==> src/rtl/mem_arb_pkg.sv <==
// Shared types and constants for the memory port arbiter.
// Owner encoding, default memory depth, requester indices.
package mem_arb_pkg;

  typedef enum logic [1:0] {
    OWN_NONE  = 2'd0,
    OWN_DATA  = 2'd1,
    OWN_FETCH = 2'd2,
    OWN_DBG   = 2'd3
  } owner_e;

  localparam int DEPTH_DEF = 51;

  localparam int REQ_DATA  = 0;
  localparam int REQ_FETCH = 1;
  localparam int REQ_DBG   = 2;
  localparam int NREQ      = 3;

endpackage

==> src/rtl/mem_arb_age.sv <==
// Debug-port aging counter: counts cycles the debug request waits.
// Ports: clk1, reset (async, active-high), g_req_i, g_gnt_i in;
// promote_o out. Used only when MEM_ARB_AGING_EN is defined.
import mem_arb_pkg::*;

module mem_arb_age #(
  parameter int MAX_WAIT = 8
) (
  input  logic clk1,
  input  logic reset,
  input  logic g_req_i,
  input  logic g_gnt_i,
  output logic promote_o
);

  localparam logic [7:0] MAXW = 8'(MAX_WAIT);

  logic [7:0] age_q, age_d;

  always_comb begin
    age_d = age_q;
    if (g_gnt_i || !g_req_i)
      age_d = '0;
    else if (age_q != MAXW)
      age_d = age_q + 8'd1;
  end

  always_ff @(posedge clk1 or posedge reset) begin
    if (reset)
      age_q <= '0;
    else
      age_q <= age_d;
  end

  // A stale count is ignored once the request is withdrawn.
  assign promote_o = g_req_i && (age_q == MAXW);

endmodule

==> src/rtl/mem_port_arbiter.sv <==
// Single-port memory arbiter: data > fetch > debug, 1-cycle read return.
// Ports: clk1, reset; d_*/f_*/g_* requesters; mem_* array side;
// addr_err, busy. Define MEM_ARB_AGING_EN for debug anti-starvation.
import mem_arb_pkg::*;

module mem_port_arbiter #(
  parameter int AW       = 6,
  parameter int DW       = 32,
  parameter int DEPTH    = DEPTH_DEF,
  parameter int MAX_WAIT = 8
) (
  input  logic          clk1,
  input  logic          reset,
  input  logic          d_req,
  input  logic          d_we,
  input  logic [AW-1:0] d_addr,
  input  logic [DW-1:0] d_wdata,
  output logic          d_gnt,
  output logic          d_rvalid,
  output logic [DW-1:0] d_rdata,
  input  logic          f_req,
  input  logic [AW-1:0] f_addr,
  output logic          f_gnt,
  output logic          f_rvalid,
  output logic [DW-1:0] f_rdata,
  input  logic          g_req,
  input  logic [AW-1:0] g_addr,
  output logic          g_gnt,
  output logic          g_rvalid,
  output logic [DW-1:0] g_rdata,
  output logic          mem_en,
  output logic          mem_we,
  output logic [AW-1:0] mem_addr,
  output logic [DW-1:0] mem_wdata,
  input  logic [DW-1:0] mem_rdata,
  output logic          addr_err,
  output logic          busy
);

  if (MAX_WAIT < 1 || MAX_WAIT > 255) begin : g_bad_wait
    $error("MAX_WAIT must be 1..255");
  end

  localparam logic [31:0] DEPTH_U = 32'(DEPTH);

  logic            promote;
  logic [NREQ-1:0] req;
  logic [NREQ-1:0] gnt;

  logic [AW-1:0] sel_addr;
  logic [DW-1:0] sel_wdata;
  logic          sel_we;
  logic          in_range;
  logic          any_gnt;

  owner_e owner_q, owner_d;
  logic   err_q, err_d;
  logic [DW-1:0] rdata_ok;

`ifdef MEM_ARB_AGING_EN
  mem_arb_age #(
    .MAX_WAIT (MAX_WAIT)
  ) u_age (
    .clk1      (clk1),
    .reset     (reset),
    .g_req_i   (g_req),
    .g_gnt_i   (g_gnt),
    .promote_o (promote)
  );
`else
  assign promote = 1'b0;
`endif

  // No grants while reset is held, so every output sits at 0.
  assign req = {g_req, f_req, d_req} & {NREQ{~reset}};

  always_comb begin
    gnt = '0;
    if (promote && req[REQ_DBG])
      gnt[REQ_DBG] = 1'b1;
    else if (req[REQ_DATA])
      gnt[REQ_DATA] = 1'b1;
    else if (req[REQ_FETCH])
      gnt[REQ_FETCH] = 1'b1;
    else if (req[REQ_DBG])
      gnt[REQ_DBG] = 1'b1;
  end

  assign d_gnt = gnt[REQ_DATA];
  assign f_gnt = gnt[REQ_FETCH];
  assign g_gnt = gnt[REQ_DBG];
  assign any_gnt = |gnt;

  always_comb begin
    sel_addr  = '0;
    sel_wdata = '0;
    sel_we    = 1'b0;
    owner_d   = OWN_NONE;
    unique case (1'b1)
      gnt[REQ_DATA]: begin
        sel_addr  = d_addr;
        sel_wdata = d_wdata;
        sel_we    = d_we;
        owner_d   = d_we ? OWN_NONE : OWN_DATA;
      end
      gnt[REQ_FETCH]: begin
        sel_addr = f_addr;
        owner_d  = OWN_FETCH;
      end
      gnt[REQ_DBG]: begin
        sel_addr = g_addr;
        owner_d  = OWN_DBG;
      end
      default: ;
    endcase
  end

  assign in_range = 32'(sel_addr) < DEPTH_U;
  assign err_d    = ~in_range;

  assign mem_en    = any_gnt & in_range;
  assign mem_we    = sel_we & in_range;
  assign mem_addr  = sel_addr;
  assign mem_wdata = sel_wdata;
  assign addr_err  = any_gnt & ~in_range;

  always_ff @(posedge clk1 or posedge reset) begin
    if (reset) begin
      owner_q <= OWN_NONE;
      err_q   <= 1'b0;
    end else begin
      owner_q <= owner_d;
      err_q   <= err_d;
    end
  end

  // An out-of-range read never touched the array: return zero.
  assign rdata_ok = err_q ? '0 : mem_rdata;

  assign d_rvalid = (owner_q == OWN_DATA);
  assign f_rvalid = (owner_q == OWN_FETCH);
  assign g_rvalid = (owner_q == OWN_DBG);

  assign d_rdata = d_rvalid ? rdata_ok : '0;
  assign f_rdata = f_rvalid ? rdata_ok : '0;
  assign g_rdata = g_rvalid ? rdata_ok : '0;

  assign busy = (owner_q != OWN_NONE);

endmodule

==> config.mk <==
export PLATFORM = sky130hd
export DESIGN_NAME = mem_port_arbiter
export DESIGN_NICKNAME = d
export VERILOG_FILES = /design/src/rtl/mem_arb_pkg.sv /design/src/rtl/mem_arb_age.sv /design/src/rtl/mem_port_arbiter.sv
export SDC_FILE = /design/constraint.sdc
export NUM_CORES = 1
export LEC_CHECK = 0
export ABC_CLOCK_PERIOD_IN_PS = 4700
export CAP_MARGIN = 15
export CORE_AREA = 2 2 90 92
export DETAILED_ROUTE_END_ITERATION = 6
export DIE_AREA = 0 0 92 94
export DONT_BUFFER_PORTS = 1
export MAX_ROUTING_LAYER = met4
export PLACE_DENSITY = 0.3
export SLEW_MARGIN = 15
export SYNTH_ARGS = -nofsm -noshare
export SYNTH_HDL_FRONTEND = slang
export SYNTH_SLANG_ARGS = --single-unit
==> constraint.sdc <==
create_clock -name clk1 -period 4.7 [get_ports clk1]
set_input_delay 0.94 -clock clk1 [delete_from_list [all_inputs] [get_ports clk1]]
set_output_delay 0.94 -clock clk1 [all_outputs]
set_load 0.1 [all_outputs]
==> parameters.txt <==
Parameter                              Value

Setup path
  Capturing element type of the critical path ... primary output
  Largest fanout of any net on the critical path ... 9
  Endpoint required time on the critical path ... 3760 ps
  Setup CP Type ... in2out
  Critical path launch point type ... input pin
  Arrival time worst endpoint ... 2590 ps

Clock network
  Clock slew seen by the registers of the worst setup and hold paths ... 30 ps
  Hold-fix buffer count after cts ... 0
  CTS tree ... done
  Number of cells upsized or downsized after cts ... 0
  Total number of clock tree sinks ... 3
  Maximum buffer depth of the clock tree ... 2
  Root buffer cell ... sky130_fd_sc_hd__clkbuf_8
  Number of buffers created by CTS ... 3
  H-tree level count ... 1
  Setup repair bufs after CTS ... 0

Floorplan
  Die area ... 0.00865 sq mm
  Initial cell density of the core ... 0.162
  Die Height ... 94 microns
  Die outline width ... a little over 90 microns
  Count of pins on the block boundary ... 232
  FP Rows ... 32
  Std-Cell Core Area ... roughly 0.0076 sq mm

STA
  Number of hold violations in the final report ... 0
  Part of the cycle the worst path needs ... 0.752
  Fmax ... 283 MHz
  Setup repair after global routing missed its margin ... false
  Total Neg Setup Slack ... 0 ps
  Clock period minus final worst setup slack ... 3530 ps
  Max Transition Viols Final ... 0
  Number of setup violations in the final report ... 0
  Worst-Margin Slew ... between 1000 and 1500 ps
  Worst relative slew slack ... 0.269

Pwr
  Switching part of the total power ... 0.742
  Power spent charging and discharging nets ... just over 0.0004 W
  Leakage power figure ... slightly above 0.9 nW
  Combinational group share of total power ... 0.815
  Power share of the sequential group ... 0.053
  Power Dens Cells ... between 200 and 300 mW/mm^2
  VDD IR-drop max ... 0.115 mV
  Internal ... around 0.00014 W
  Part of the total power dissipated in the clock network ... 0.132

Routing
  Starting DRC count in detailed routing ... 31
  Post-detailed-route via-to-cell ratio ... 4.60
  Number of nets with antenna violations after routing ... 0
  Wire length reported by the detailed router ... between 5000 and 6000 microns
  Vias ... around 1.7k
  WL/cell ... 15.4 microns
  Total iterations of the first detailed-routing run ... 4
  DR DRC count ... 0

Global route
  Vias in the first global route ... 1507
  Initial antenna violation count ... 0
  Maximum number of pins on one net before global-route repair ... 34
  Remaining global-route overflow ... 0
  Wire length of the first global-routing pass ... 7960 microns
  Global-route usage over all layers ... 0.118

Layout
  Layout-stage area growth over the synthesis result ... 65.8%
  Net count, final ... 357
  Fraction of layout instances using a drive strength above 1 ... 0.646
  Post-layout instance area ... 0.00204 sq mm
  Number of antenna repair diodes ... 0

Logic synthesis
  Average footprint of a synthesized cell ... 5.44 sq um
  Ranking of synthesized cells by area ... sky130_fd_sc_hd__nor2_1 29%, sky130_fd_sc_hd__and2_1 18%, sky130_fd_sc_hd__nand2b_1 18%, sky130_fd_sc_hd__dfrtp_1 6.1%, sky130_fd_sc_hd__clkbuf_1 5.2%
  Prevailing post-synth register cell ... sky130_fd_sc_hd__dfrtp_1
  Count of flip-flops with a built-in enable after synthesis ... 0
  Ys async rst share ... 1.00
  Top-count cell post-synth ... sky130_fd_sc_hd__nor2_1
  Post-synth top cells ... 96 x sky130_fd_sc_hd__nor2_1, 36 x sky130_fd_sc_hd__and2_1, 35 x sky130_fd_sc_hd__nand2b_1, 17 x sky130_fd_sc_hd__clkbuf_1, 7 x sky130_fd_sc_hd__nand2_1
  Number of synthesis warnings ... 0
  Area fraction of the dominant cell type after synthesis ... 0.293
  Count of mapped cells out of synthesis ... 226
  Post-synth top area cell ... sky130_fd_sc_hd__nor2_1
  Syn Nets ... 314
  Count of unique library cells instantiated by Yosys ... 24
  Seq cells post-synth ... 3
  Sequential fraction of the synthesis area ... 0.0611
  Cell Area, Synth ... between 0.001 and 0.0015 sq mm

Placement
  IO Port Bufs ... 0
  Standard cell area after detailed placement ... ~0.0020 sq mm
  Final weighted congestion in routability-driven placement ... 0.784
  HPWL reported at the end of detailed placement ... 4770 microns

Flow run
  # Max-Cap Violations ... 0

Worst hold path
  Worst hold-check path type ... in2async

Outcome
  Result of the run ... finished clean
==> cell usage in the layout (no fill, tap or decap), types with 3 or more instances in the layout <==
master	n
sky130_fd_sc_hd__clkbuf_8	3
sky130_fd_sc_hd__inv_1	5
sky130_fd_sc_hd__buf_4	56
sky130_fd_sc_hd__nand2_1	6
sky130_fd_sc_hd__dfrtp_1	3
sky130_fd_sc_hd__a221o_1	5
sky130_fd_sc_hd__nor2_2	97
sky130_fd_sc_hd__nand2b_1	33
sky130_fd_sc_hd__and2_1	36
sky130_fd_sc_hd__and4bb_2	4
==> critical path, stage by stage <==
cell                       delay, ps
sky130_fd_sc_hd__nor2_2          200
sky130_fd_sc_hd__nand3b_4        140
sky130_fd_sc_hd__inv_2           430
sky130_fd_sc_hd__a221o_1         270
sky130_fd_sc_hd__a211o_1         220
sky130_fd_sc_hd__and2_1          200
sky130_fd_sc_hd__buf_12          180
==> per-layer routing <==
metal	wire, microns	vias up	GRT usage
met5	0	-	-
met4	12	0	0.0261
met3	568	2	0.0193
met2	3100	142	0.241
met1	2010	773	0.116
li1	-	786	-
==> cell type report <==
type | count | area [sq um]
inverters | 6 | 22.5
well taps | 102 | 128
fillers | 853 | 5570
repair buffers | 57 | 440
multi-input cells | 198 | 1330
clock buffers | 4 | 45.0
flip-flops and latches | 3 | 75.1
==> power groups by stage <==
| stage | Sequential, W | Combinational (W) | Clock [W] |
|---|---|---|---|
| 6_report | 0.0000293 | 0.000452 | 0.0000733 |
| 2_1_floorplan | 0.0000282 | 0.000387 | 0 |
| 5_1_grt | 0.0000298 | 0.000463 | 0.0000805 |
| 3_3_place_gp | 0.0000297 | 0.000454 | 0 |
| 3_5_place_dp | 0.0000297 | 0.000454 | 0 |
| 4_1_cts | 0.0000294 | 0.000455 | 0.0000768 |
==> through the flow <==
step | hold WS, ps | instances | utilization | total power, W | worst slack (ps)
after floorplan | 850 | 226 | - | 0.000415 | -402
after global placement | 715 | 366 | 0.262 | 0.000484 | 1170
after detailed placement | 707 | 366 | 0.262 | 0.000484 | 1150
after CTS | 479 | 370 | 0.268 | 0.000561 | 1140
after global routing | 482 | 370 | 0.268 | 0.000573 | 1050
final | 483 | 370 | 0.268 | 0.000554 | 1170
==> path summary, 6_finish.rpt <==
path | from | slack [ps] | cells after the start | to
min in group clk1 | g_req | 910 | 2 | owner_q[0]
max in group asynchronous | reset | 4090 | 1 | err_q
min | reset | 480 | 1 | owner_q[0]
max | reset | 1170 | 7 | addr_err
==> registers in the layout, summed over array words and instances (netlist names) <==
register	count
owner_q	2
err_q	1
==> logic make-up after synthesis <==
group | Yosys count | synth area share
AND/OR/NAND/NOR | 185 | 0.766
AO/OA/AOI/OAI | 13 | 0.0947
flip-flops | 3 | 0.0611
buffers and inverters | 25 | 0.0784
Power figures use the tool's default switching activity.
